## config.mk

```make
export PLATFORM = sky130hd
export DESIGN_NAME = mux_scan
export DESIGN_NICKNAME = d
export VERILOG_FILES = /design/src/rtl/mux_scan.sv
export SDC_FILE = /design/constraint.sdc
export NUM_CORES = 1
export LEC_CHECK = 0
export ABC_CLOCK_PERIOD_IN_PS = 4300
export CAP_MARGIN = 20
export CORE_UTILIZATION = 47
export CTS_CLUSTER_DIAMETER = 120
export DETAILED_ROUTE_END_ITERATION = 6
export GPL_TIMING_DRIVEN = 1
export PLACE_DENSITY_LB_ADDON = 0.25
export SKIP_CTS_REPAIR_TIMING = 1
export SLEW_MARGIN = 20
export SYNTH_ARGS = -nofsm -noshare
export SYNTH_HDL_FRONTEND = slang
export SYNTH_SLANG_ARGS = --single-unit
```

## constraint.sdc

```tcl
create_clock -name clk -period 4.3 [get_ports clk]
set_input_delay 0.43 -clock clk [delete_from_list [all_inputs] [get_ports clk]]
set_output_delay 0.43 -clock clk [all_outputs]
set_load 0.05 [all_outputs]
```

## src/rtl/mux_scan.sv

```systemverilog
// Registered N-channel multiplexer with a manual select mode and an auto-scan mode.
// Auto-scan visits the enabled channels round-robin, dwelling DWELL cycles on each.
module mux_scan #(
    parameter int N_CH   = 4,
    parameter int DATA_W = 4,
    parameter int DWELL  = 3,
    parameter int SEL_W  = 2
) (
    input  logic                     clk,
    input  logic                     rst_n,
    input  logic                     mode,
    input  logic [SEL_W-1:0]         sel,
    input  logic [N_CH-1:0]          en_mask,
    input  logic [N_CH*DATA_W-1:0]   din,
    output logic [DATA_W-1:0]        dout,
    output logic [SEL_W-1:0]         dout_ch,
    output logic                     dout_valid,
    output logic                     scan_wrap
);

    localparam int CNT_W = (DWELL > 1) ? $clog2(DWELL) : 1;

    typedef enum logic [1:0] {MANUAL, SCAN, EMPTY} state_t;

    state_t             state, state_nxt;
    logic [SEL_W-1:0]   cur_ch, cur_ch_nxt;
    logic [CNT_W-1:0]   dwell_cnt, dwell_cnt_nxt;
    logic [DATA_W-1:0]  dout_nxt;
    logic [SEL_W-1:0]   dout_ch_nxt;
    logic               dout_valid_nxt;
    logic               scan_wrap_nxt;
    logic [SEL_W-1:0]   next_ch;

    function automatic logic mask_bit(input logic [N_CH-1:0] m, input logic [SEL_W-1:0] c);
        logic [N_CH-1:0] sh;
        sh = m >> c;
        return sh[0];
    endfunction

    function automatic logic [DATA_W-1:0] chan_data(input logic [SEL_W-1:0] c);
        logic [N_CH*DATA_W-1:0] sh;
        sh = din >> (int'(c) * DATA_W);
        return sh[DATA_W-1:0];
    endfunction

    function automatic logic [SEL_W-1:0] lowest_en(input logic [N_CH-1:0] m);
        logic [N_CH-1:0] sh;
        lowest_en = '0;
        for (int i = N_CH - 1; i >= 0; i--) begin
            sh = m >> i;
            if (sh[0]) lowest_en = SEL_W'(i);
        end
    endfunction

    // Searches downward in offset so the nearest enabled channel above c wins;
    // offset N_CH lands back on c itself, covering the single-channel case.
    function automatic logic [SEL_W-1:0] next_en(input logic [SEL_W-1:0] c,
                                                 input logic [N_CH-1:0] m);
        logic [N_CH-1:0] sh;
        int idx;
        next_en = c;
        for (int i = N_CH; i >= 1; i--) begin
            idx = (int'(c) + i) % N_CH;
            sh  = m >> idx;
            if (sh[0]) next_en = SEL_W'(idx);
        end
    endfunction

    assign next_ch = next_en(cur_ch, en_mask);

    always_comb begin
        state_nxt      = state;
        cur_ch_nxt     = cur_ch;
        dwell_cnt_nxt  = dwell_cnt;
        dout_nxt       = dout;
        dout_ch_nxt    = dout_ch;
        dout_valid_nxt = 1'b0;
        scan_wrap_nxt  = 1'b0;

        if (!mode) begin
            state_nxt = MANUAL;
            if ((int'(sel) < N_CH) && mask_bit(en_mask, sel)) begin
                dout_nxt       = chan_data(sel);
                dout_ch_nxt    = sel;
                dout_valid_nxt = 1'b1;
            end
        end else begin
            case (state)
                MANUAL, EMPTY: begin
                    // Entry edge only arms the scan; the first sample lands on the next edge.
                    if (en_mask != '0) begin
                        state_nxt     = SCAN;
                        cur_ch_nxt    = lowest_en(en_mask);
                        dwell_cnt_nxt = '0;
                    end else begin
                        state_nxt = EMPTY;
                    end
                end
                SCAN: begin
                    if (en_mask == '0) begin
                        state_nxt = EMPTY;
                    end else if (!mask_bit(en_mask, cur_ch)) begin
                        cur_ch_nxt    = next_ch;
                        dwell_cnt_nxt = '0;
                        scan_wrap_nxt = (next_ch <= cur_ch);
                    end else begin
                        dout_nxt       = chan_data(cur_ch);
                        dout_ch_nxt    = cur_ch;
                        dout_valid_nxt = 1'b1;
                        if (dwell_cnt == CNT_W'(DWELL - 1)) begin
                            dwell_cnt_nxt = '0;
                            cur_ch_nxt    = next_ch;
                            scan_wrap_nxt = (next_ch <= cur_ch);
                        end else begin
                            dwell_cnt_nxt = dwell_cnt + CNT_W'(1);
                        end
                    end
                end
                default: state_nxt = MANUAL;
            endcase
        end
    end

    always_ff @(posedge clk or negedge rst_n) begin
        if (!rst_n) begin
            state      <= MANUAL;
            cur_ch     <= '0;
            dwell_cnt  <= '0;
            dout       <= '0;
            dout_ch    <= '0;
            dout_valid <= 1'b0;
            scan_wrap  <= 1'b0;
        end else begin
            state      <= state_nxt;
            cur_ch     <= cur_ch_nxt;
            dwell_cnt  <= dwell_cnt_nxt;
            dout       <= dout_nxt;
            dout_ch    <= dout_ch_nxt;
            dout_valid <= dout_valid_nxt;
            scan_wrap  <= scan_wrap_nxt;
        end
    end

endmodule
```

Word-level counts from Yosys, hierarchy flattened
Index checks and enable logic that the tools add are counted.

storage, ports and cells
  flip-flop bits (word level) = 14
  bits of input ports = 25
  output and inout port bits = 8
  logic and storage cells = 90

cells by class
  add/sub/neg operators = 5
  order comparisons = 1
  equal/unequal tests = 10
  shift-type cells = 8
  mux-type cells = 42
  bitwise gates (word level) = 4
  reductions and logical operators = 13

operator list
  cell                                                    count
  >> shifter 4 x 32 -> 1 bit                              4
  2-to-1 mux 2 bit                                        24
  >> shifter 16 x 4 -> 4 bit                              2
  2-to-1 mux 4 bit                                        5
  case mux 2 bit (2 select lines)                         3
  2-to-1 mux 1 bit                                        10
  OR reduction 2 bit                                      5
  AND reduction 4 bit                                     2
  >> shifter 4 x 2 -> 1 bit                               2
  adder 2 x 1 -> 2 bit (second input constant)            3
  inequality test 2 bit (second input constant)           3
  inequality test 3 bit (second input constant)           2
  AND reduction 5 bit                                     1
  adder 2 bit (second input constant)                     2
  AND 1 bit (first input constant)                        4
  == test 2 bit (second input constant)                   2
  logical NOT 4 bit                                       1
  inequality test 2 x 1 -> 1 bit (second input constant)  2
  nonzero test 2 bit                                      2
  nonzero test 4 bit                                      1
  == test 2 x 1 -> 1 bit (second input constant)          1
  less-or-equal comparator 2 bit                          1
  logical NOT 2 bit                                       1

Depth between registers and ports, before layout
Gate-level depths: netlist of the first run.

  depth after elaboration = 14
  mapped depth = 9
  depth with buffers taken out = 8

Worst setup path before layout of the first run
OpenSTA, ideal clock, no wires.

  kind = reg2reg
  start point = register cur_ch[1]
  end point = register scan_wrap
  setup time = 125 ps
  arrival time = 1703 ps
  data required time = 4175 ps
  path slack = 2471 ps
  cell stages (with the launch flop) = 9
  path buffers = 1
  period minus slack after synthesis = 1829 ps
  cell sequence = dfrtp_1 buf_6 and3b_1 a211oi_1 nor2_1 ha_1 a21oi_1 a21oi_1 a2111oi_0

on the way
  longest elaborated chain between the ends = 14
  elaborated cells between the ends (all ways) = 27
  those cells by class = add/sub (4); order compare (1); shift (5); mux (9); bitwise (4); reduce/logical (4)

RTL lines
  what                            line      source
  start, declared                 26        logic [SEL_W-1:0] cur_ch, cur_ch_nxt;
  start signal, assigned          135       cur_ch <= cur_ch_nxt;
  adder 2 x 1 -> 2 bit            63        idx = (int'(c) + i) % N_CH;
  OR reduction 2 bit (no line)    --
  AND 1 bit (no line)             --
  >> shifter 4 x 32 -> 1 bit      64        sh = m >> idx;
  2-to-1 mux 2 bit (4 in series)  65        if (sh[0]) next_en = SEL_W'(idx);
  less-or-equal comparator 2 bit  105, 113
  2-to-1 mux 1 bit                110       if (dwell_cnt == CNT_W'(DWELL - 1)) begin
  2-to-1 mux 1 bit *              102       end else if (!mask_bit(en_mask, cur_ch)) begin
  2-to-1 mux 1 bit *              100       if (en_mask == '0) begin
  2-to-1 mux 1 bit *              88        case (state)
  2-to-1 mux 1 bit *              80        if (!mode) begin
  via scan_wrap_nxt               31        logic scan_wrap_nxt;
  end signal, assigned            140       scan_wrap <= scan_wrap_nxt;
  end, declared                   18        output logic scan_wrap

Mark *: on every way through the listed nets, which the timed path passes. The rest lies on a longest branch.
A chain may end at the register's enable or synchronous reset.

Worst setup path in the final report of the first run
  start point = input en_mask[3]
  end point = register scan_wrap

on the way
  longest elaborated chain between the ends = 11
  elaborated cells between the ends (all ways) = 16
  those cells by class = order compare (1); shift (5); mux (9); reduce/logical (1)

RTL lines
  what                            line      source
  start, declared                 13        input logic [N_CH-1:0] en_mask,
  >> shifter 4 x 32 -> 1 bit      64
  2-to-1 mux 2 bit (4 in series)  65
  less-or-equal comparator 2 bit  105, 113
  2-to-1 mux 1 bit                110
  2-to-1 mux 1 bit                102
  2-to-1 mux 1 bit *              100
  2-to-1 mux 1 bit *              88
  2-to-1 mux 1 bit *              80
  via scan_wrap_nxt               31

Marked as above.

==> run summary, run 1 <==
The total number of vias came out at 796. The worst-case reg-to-reg path depth was 7; the post-route worst hold slack was 511.0 ps. The critical path data arrival time is 2480 ps, and the pin count of the biggest net entering global routing is 15. Class of the tightest hold or removal check: in -> async.

The synthesized design spends more area on one cell type than any other, namely sky130_fd_sc_hd__dfrtp_1. The number of clock buffers inserted by TritonCTS is 3. For the pin with the worst max-slew slack, the measured transition is 626.3 ps. The cell area after layout is 0.001314 mm2. The final global-route overflow total is 0.

The flow ran to the end, and the final reports show no timing, DRC or antenna violations. The run gives 28 as the violation count after the first detailed-route iteration. For this block, the routed nets add up to 2.021 mm of wire. Setup repair after global routing left no endpoint under its margin. The residual antenna-violating net count after detailed routing was 0; the final standard cell utilization of the core was 0.7292. After synthesis the cells add up to 937.1 um2. The logs give 722 for the via count of the first global-routing pass and 144 for the number of nets in the layout.

Critical path capture point type: a register. For the count of clock tree sinks, the log shows 14. The analysis attributes to cell leakage a power of 0.5641 nW.

Along the worst path, the maximum fanout reaches 8. The worst-case headroom to the max-slew limit was 0.5812. The clock transition time at the flip-flop clock pins of the worst setup and hold paths was 100 ps; the distinct cell type count after synthesis was 30. For the finished layout, the period the worst path requires is 2301 ps.

The power consumption came out at 660.7 uW. The tools report the total global routing track utilization as 0.2169. The die is 46.66 um wide. The logs give 81 for the cell count after synthesis and 3.208 mm for the first-pass GRT wire length.

Number of cell rows: 15. For this design the top-level I/O count stands at 33. The congestion estimate from routability-driven global placement came to 0.7926. The number of setup violations in the final report was 0. Count of endpoints failing hold in the final timing report: 0. The number of nets in the synthesized netlist is 108. For the final routed database, the setup TNS stands at 0 ps.

The routed wirelength normalized by instance count was 14.33 um; the core area was 0.001802 mm2. The clock reaches the later pin of the worst-skew pair after 300 ps. The logs give 1.637 mm for the post-DP HPWL and 0 for the number of antenna violations at the first check in global routing. The run gives 4470 ps as the critical path required time.

The average instance area after synthesis is 11.57 um2. The category of the critical setup timing path was in -> reg. The run gives 0 as the number of pins with negative max-slew slack in the final report. The count of inserted antenna diode cells is 0. During synthesis, Yosys emitted a total of 0 warnings. The share of the clock period used by the worst path after layout came out at 0.5352. For the die outline area, the log shows 0.002177 mm2. Leaving out fill and tap cells, the most frequent cell in the layout is sky130_fd_sc_hd__clkdlybuf4s50_1.

The tools report the cell at the root of the clock tree as sky130_fd_sc_hd__clkbuf_4. The effective utilization at floorplan is 0.5201. The fraction of layout cells with a size suffix above 1 works out to 0.1293. The logs give 23.45 ps for the final worst clock skew and 0 for the number of remaining DRC errors. The number of detailed-route iterations in the first pass is 4. The floorplan step set the die height to 46.66 um. Derived from the worst setup path, the maximum achievable clock frequency is 434.5 MHz. In this run the cell area measured after placement is 0.001277 mm2.

Using the TritonRoute via totals, the vias-per-cell ratio works out to 5.645. Number of maximum-capacitance constraint violations: 0. The maximum clock insertion buffer count was 2.

After synthesis, the cell types taking the most area are sky130_fd_sc_hd__dfrtp_1 (37%), sky130_fd_sc_hd__mux4_1 (11%), sky130_fd_sc_hd__mux2i_1 (5.3%), sky130_fd_sc_hd__mux2_2 (4.8%), sky130_fd_sc_hd__mux4_2 (4.8%). The run gives 1 as the CTS H-tree depth. In the layout the commonest cells are sky130_fd_sc_hd__clkdlybuf4s50_1 (32), sky130_fd_sc_hd__dfrtp_1 (14), sky130_fd_sc_hd__inv_1 (8), sky130_fd_sc_hd__nor2_1 (8).

The sequential share of the synthesized area came out at 0.3738. The power density over cell area was 502.9 mW/mm2. The area added between synthesis and finish came out at 40.19%. The fraction of post-synthesis cell area in the top cell type by area is 0.3738. STA classifies the critical path startpoint as an input port. TritonCTS built the clock tree. After synthesis the netlist holds a flip-flop and latch count of 14. Buffers placed on the I/O ports in this run total 32. The maximum vdd ir drop was 309.4 uV.
==> critical path: stages <==
cell and delay, ps:
sky130_fd_sc_hd__clkdlybuf4s50_1 550, sky130_fd_sc_hd__and3b_1 240, sky130_fd_sc_hd__a211oi_1 300, sky130_fd_sc_hd__nor2_1 80
sky130_fd_sc_hd__ha_1 300, sky130_fd_sc_hd__a21oi_1 140, sky130_fd_sc_hd__a21oi_1 50, sky130_fd_sc_hd__a2111oi_0 370
==> synthesized netlist by cell type <==
cell type / instances
sky130_fd_sc_hd__a2111oi_0: 1
sky130_fd_sc_hd__a211oi_1: 1
sky130_fd_sc_hd__a21oi_1: 5
sky130_fd_sc_hd__a21oi_4: 1
sky130_fd_sc_hd__a311oi_2: 1
sky130_fd_sc_hd__a31oi_1: 2
sky130_fd_sc_hd__and2_1: 1
sky130_fd_sc_hd__and2b_4: 1
sky130_fd_sc_hd__and3b_1: 1
sky130_fd_sc_hd__and4b_2: 1
sky130_fd_sc_hd__buf_6: 1
sky130_fd_sc_hd__dfrtp_1: 14
sky130_fd_sc_hd__ha_1: 2
sky130_fd_sc_hd__inv_1: 8
sky130_fd_sc_hd__mux2_2: 4
sky130_fd_sc_hd__mux2i_1: 5
sky130_fd_sc_hd__mux4_1: 4
sky130_fd_sc_hd__mux4_2: 2
sky130_fd_sc_hd__nand2_1: 4
sky130_fd_sc_hd__nand2b_1: 4
sky130_fd_sc_hd__nand3_1: 1
sky130_fd_sc_hd__nand3b_1: 1
sky130_fd_sc_hd__nor2_1: 8
sky130_fd_sc_hd__nor2b_1: 1
sky130_fd_sc_hd__nor3_1: 1
sky130_fd_sc_hd__o21ai_0: 1
sky130_fd_sc_hd__o22ai_1: 2
sky130_fd_sc_hd__o32ai_1: 1
sky130_fd_sc_hd__o41ai_4: 1
sky130_fd_sc_hd__or3_1: 1
==> final timing paths <==
check	from	endpoint	slack (ps)
setup / recovery	en_mask[3]	scan_wrap$_DFF_PN0_	2000
max in group asynchronous	rst_n	dout[0]$_DFFE_PN0P_	3360
hold reg to reg	dout_ch[1]$_DFFE_PN0P_	dout_ch[1]$_DFFE_PN0P_	520
min in group clk	dout_ch[1]$_DFFE_PN0P_	dout_ch[1]$_DFFE_PN0P_	520
setup reg to reg	cur_ch[0]$_DFFE_PN0P_	scan_wrap$_DFF_PN0_	2170
hold / removal	rst_n	cur_ch[1]$_DFFE_PN0P_	510
==> registers in the layout (all words and copies together), names as in the netlist <==
signal and count:
dout_ch 2, dout_valid 1, cur_ch 2, dwell_cnt 2, state 2, dout 4
scan_wrap 1
==> through the flow <==
| step | std cells | setup slack, ps |
|---|---|---|
| 2_1_floorplan | 81 | 2471 |
| 3_3_place_gp | 137 | 1771 |
| 3_5_place_dp | 137 | 1707 |
| 4_1_cts | 141 | 1987 |
| 5_1_grt | 141 | 1733 |
| 6_report | 141 | 1999 |
==> final cells by class <==
cell class	count	area, um2
Clock buffer	4	36.28
Timing Repair Buffer	32	320.3
Inverter	8	30.03
Sequential cell	14	350.3
Tap cell	25	31.28
Multi-Input combinational cell	58	545.5
Fill cell	141	488.0
==> report_power, final <==
part | internal (mW) | switching (mW) | leakage, nW
registers | 0.172 | 0.0372 | 0.172
logic | 0.151 | 0.203 | 0.371
clock network | 0.0516 | 0.0463 | 0.0210
total | 0.374 | 0.286 | 0.564
==> cell families (layout without fill, tap and decap cells) <==
logic type	count (synthesis)	count (layout)	share of synthesized area
adder cells (fa/ha/maj)	2	2	0.02670
flip-flops	14	14	0.3738
buffers and inverters	9	44	0.04406
AO/OA/AOI/OAI	16	16	0.1482
AND/OR/NAND/NOR	25	25	0.1455
multiplexers	15	15	0.2617
==> layer usage <==
| layer | wire length (um) | up-vias | GRT usage | share of wire |
|---|---|---|---|---|
| li1 | - | 377 | - | - |
| met1 | 815 | 382 | 0.2660 | 0.40 |
| met2 | 1056 | 32 | 0.3639 | 0.52 |
| met3 | 116 | 5 | 0.06275 | 0.057 |
| met4 | 33 | 0 | 0.06857 | 0.016 |
| met5 | 0 | - | 0 | 0 |
No activity file was read; power rests on OpenSTA's default activity.
==> run 2, diff against run 1 <==
- ABC_CLOCK_PERIOD_IN_PS: 4300 -> 2260
- CORE_UTILIZATION: 47 -> 44
- clock period: 4.3 -> 2.26 ns (I/O delays scaled with it)
==> run 2 against run 1 <==
  * First-iteration DRC count fell by 39%
  * Critical path depth is 1 lower
  * Global-route usage shrank 1.8 points
  * Clock-buffer cell count is the same
==> run summary, run 2 (synthesis results as in run 1) <==
The tools report the residual antenna-violating net count after detailed routing as 0 (unchanged). The core area is 0.001982 mm2 (was 0.001802 mm2), and the leakage power is 0.5977 nW (was 0.5641 nW). The via count of the first global-routing pass was 662 (was 722). The run gives 0 (unchanged) as the final global-route overflow total.

The switching power total is 544.0 uW (was 286.3 uW), and the die height is 48.15 um (was 46.66 um). The critical path capture point type was a register (unchanged). The number of input and output port buffers inserted was 32 (unchanged). The clock transition time at the flip-flop clock pins of the worst setup and hold paths was 90 ps (was 100 ps).

The tools report the first-pass GRT wire length as 2.994 mm (was 3.208 mm). The largest fanout of any net on the critical path was 8 (unchanged). The launching instance or port of the critical path was cur_ch[0]$_DFFE_PN0P_ (was en_mask[3]). Largest stage delay on the critical path: 510 ps (was 550 ps). The flow ran to the end, and the final reports show no timing, DRC or antenna violations.

The element type at the critical path start is a register (was an input port). The I/O pin count is 33 (unchanged), and the clock insertion delay at the later pin of the skew report is 300 ps (about the same). For the count of endpoints failing hold in the final timing report, the log shows 0 (unchanged).

The total global routing track utilization came out at 0.1991 (was 0.2169). The total number of vias came out at 810 (was 796). The effective utilization at floorplan is 0.4729 (was 0.5201), and the number of maximum-capacitance constraint violations is 0 (unchanged).

Sum of negative setup slack: 0 ps (unchanged). The count of clock tree sinks was 14 (unchanged); the routability congestion estimate from global placement was 0.7862 (was 0.7926). The logs give 15 (unchanged) for the pin count of the biggest net entering global routing and 312.1 ps (was 511.0 ps) for the post-route worst hold slack. Combinational power share: 0.540 (was 0.536). The number of vias per cell works out to 5.400 (was 5.645).

The run gives 0 (unchanged) as the number of setup violations in the final report. The run gives 0.002318 mm2 (was 0.002177 mm2) as the die outline area. The critical path's most frequent cell is sky130_fd_sc_hd__a21oi_1 (unchanged). The run gives 1.987 mm (was 2.021 mm) as the total detailed-routing wirelength. The flip-flop count of the largest register, all copies and words added was 4 (unchanged).

For the design internal power, the log shows 727.4 uW (was 374.4 uW). The fraction of layout cells with a size suffix above 1 was 0.1789 (was 0.1293). The class of the tightest hold or removal check is in -> async (unchanged). The violation count after the first detailed-route iteration came out at 17 (was 28). The maximum vdd ir drop came out at 641.1 uV (was 309.4 uV). Category of the critical setup timing path: reg -> reg (was in -> reg). The tools report the startpoint of the lowest-slack register-to-register path as cur_ch[0]$_DFFE_PN0P_ (unchanged). The cell at the root of the clock tree is sky130_fd_sc_hd__clkbuf_4 (unchanged). The worst-case setup margin in the final layout is 251.8 ps (was 1999 ps), and the part of the power in registers is 0.311 (was 0.316). Based on the critical path, the design can be clocked at up to 498.0 MHz. The run gives 2180 ps (was 2480 ps) as the critical path data arrival time. For the post-DP HPWL, the log shows 1.565 mm (was 1.637 mm). The number of placed instances, taps included is 146 (was 137).

Number of cell rows: 16 (was 15). Most frequent cells in the layout: sky130_fd_sc_hd__clkdlybuf4s50_1 (32), sky130_fd_sc_hd__dfrtp_1 (14), sky130_fd_sc_hd__inv_1 (8), sky130_fd_sc_hd__nor2_1 (8), sky130_fd_sc_hd__buf_4 (7) (was sky130_fd_sc_hd__clkdlybuf4s50_1 (32), sky130_fd_sc_hd__dfrtp_1 (14), sky130_fd_sc_hd__inv_1 (8), sky130_fd_sc_hd__nor2_1 (8)). The largest register by flop count is dout (unchanged). The run gives 3 (unchanged) as the number of clock buffers inserted by TritonCTS.

The shortest period the worst path allows was 2008 ps. Maximum clock insertion buffer count: 2 (unchanged). The commonest non-fill, non-tap cell in the layout was sky130_fd_sc_hd__clkdlybuf4s50_1 (unchanged).

The switching part of the total was 0.4279 (was 0.4333); the standard cell area after detailed placement was 0.001333 mm2 (was 0.001277 mm2). The run gives 7.099 ps (was 23.45 ps) as the final worst clock skew. CP Cell Sequence: and3b_1, a211oi_1, nor2_1, ha_1, a21oi_1, a21oi_1, a2111oi_0 (was clkdlybuf4s50_1, and3b_1, a211oi_1, nor2_1, ha_1, a21oi_1, a21oi_1, a2111oi_0).

The number of filler instances in the final layout came out at 150 (was 141). The tools report the clock power share as 0.149 (was 0.148). The share of the clock period used by the worst path after layout came out at 0.8886. The CTS H-tree depth is 1 (unchanged), and the worst-case reg-to-reg path depth is 7 (unchanged). Setup repair after global routing left no endpoint under its margin. The logs give 2430 ps (was 4470 ps) for the critical path required time and 0.001369 mm2 (was 0.001314 mm2) for the cell area after layout. The worst slack at placement came out at 64.01 ps (was 1707 ps).

For the count of inserted antenna diode cells, the log shows 0 (unchanged). Measured slew at the worst slew-check pin: 630.6 ps (was 626.3 ps). The number of detailed-route iterations in the first pass came out at 4 (unchanged). The number of remaining DRC errors was 0 (unchanged). The worst-case headroom to the max-slew limit is 0.5783 (was 0.5812).

Slowest cell on the critical path: sky130_fd_sc_hd__dfrtp_1 (was sky130_fd_sc_hd__clkdlybuf4s50_1). The logs give 151 (was 144) for the number of nets in the layout and 0 (unchanged) for the number of antenna violations at the first check in global routing. The tools report the filler-free cell count of the finished design as 150 (was 141). The power density over cell area came out at 928.8 mW/mm2 (was 502.9 mW/mm2). The die extent in x is 48.15 um (was 46.66 um), and the final standard cell utilization of the core is 0.6907 (was 0.7292). The tools report the number of pins with negative max-slew slack in the final report as 0 (unchanged). TritonCTS built the clock tree.

The area added between synthesis and finish came out at 46.06% (was 40.19%). The tools report the power consumption as 1.271 mW (was 660.7 uW). The routed wirelength normalized by instance count was 13.25 um (was 14.33 um).
run 2: power by group through the flow:
stage | combinational (mW) | clock, mW | sequential (mW)
final | 0.687 | 0.190 | 0.395
after global routing | 0.730 | 0.202 | 0.406
after CTS | 0.694 | 0.193 | 0.395
after detailed placement | 0.690 | 0 | 0.399
after global placement | 0.681 | 0 | 0.397
after floorplan | 0.275 | 0 | 0.578
run 2: path summary, 6_finish.rpt:
| kind | end | slack [ps] |
|---|---|---|
| worst max-delay path | scan_wrap$_DFF_PN0_ | 250 |
| worst max register to register | scan_wrap$_DFF_PN0_ | 250 |
| min in group clk | dout[0]$_DFFE_PN0P_ | 520 |
| worst min-delay path | dout[0]$_DFFE_PN0P_ | 310 |
| worst min register to register | dout[0]$_DFFE_PN0P_ | 520 |
| max in group asynchronous | cur_ch[1]$_DFFE_PN0P_ | 1540 |
run 2: cell type report:
| class | count | area, um2 | share of cell area |
|---|---|---|---|
| multi-input cells | 58 | 545.5 | 0.3985 |
| repair buffers | 39 | 372.9 | 0.2724 |
| flip-flops and latches | 14 | 350.3 | 0.2559 |
| clock buffers | 4 | 36.28 | 0.02651 |
| well taps | 27 | 33.78 | 0.02468 |
| inverters | 8 | 30.03 | 0.02194 |
run 2: layer usage:
metal  vias to the layer above  track usage  part of all wire
met5                         -            0                 0
met4                         0       0.1167             0.030
met3                         5      0.03333             0.039
met2                        25       0.2987              0.45
met1                       385       0.2700              0.48
li1                        395            -                 -
run 2: worst max-delay path, delay by kind of cell (launching register included):
| family | cells | cell delay, ps |
|---|---|---|
| compound gates | 4 | 790 |
| flops | 1 | 510 |
| fa+ha+maj | 1 | 290 |
| simple gates | 2 | 290 |
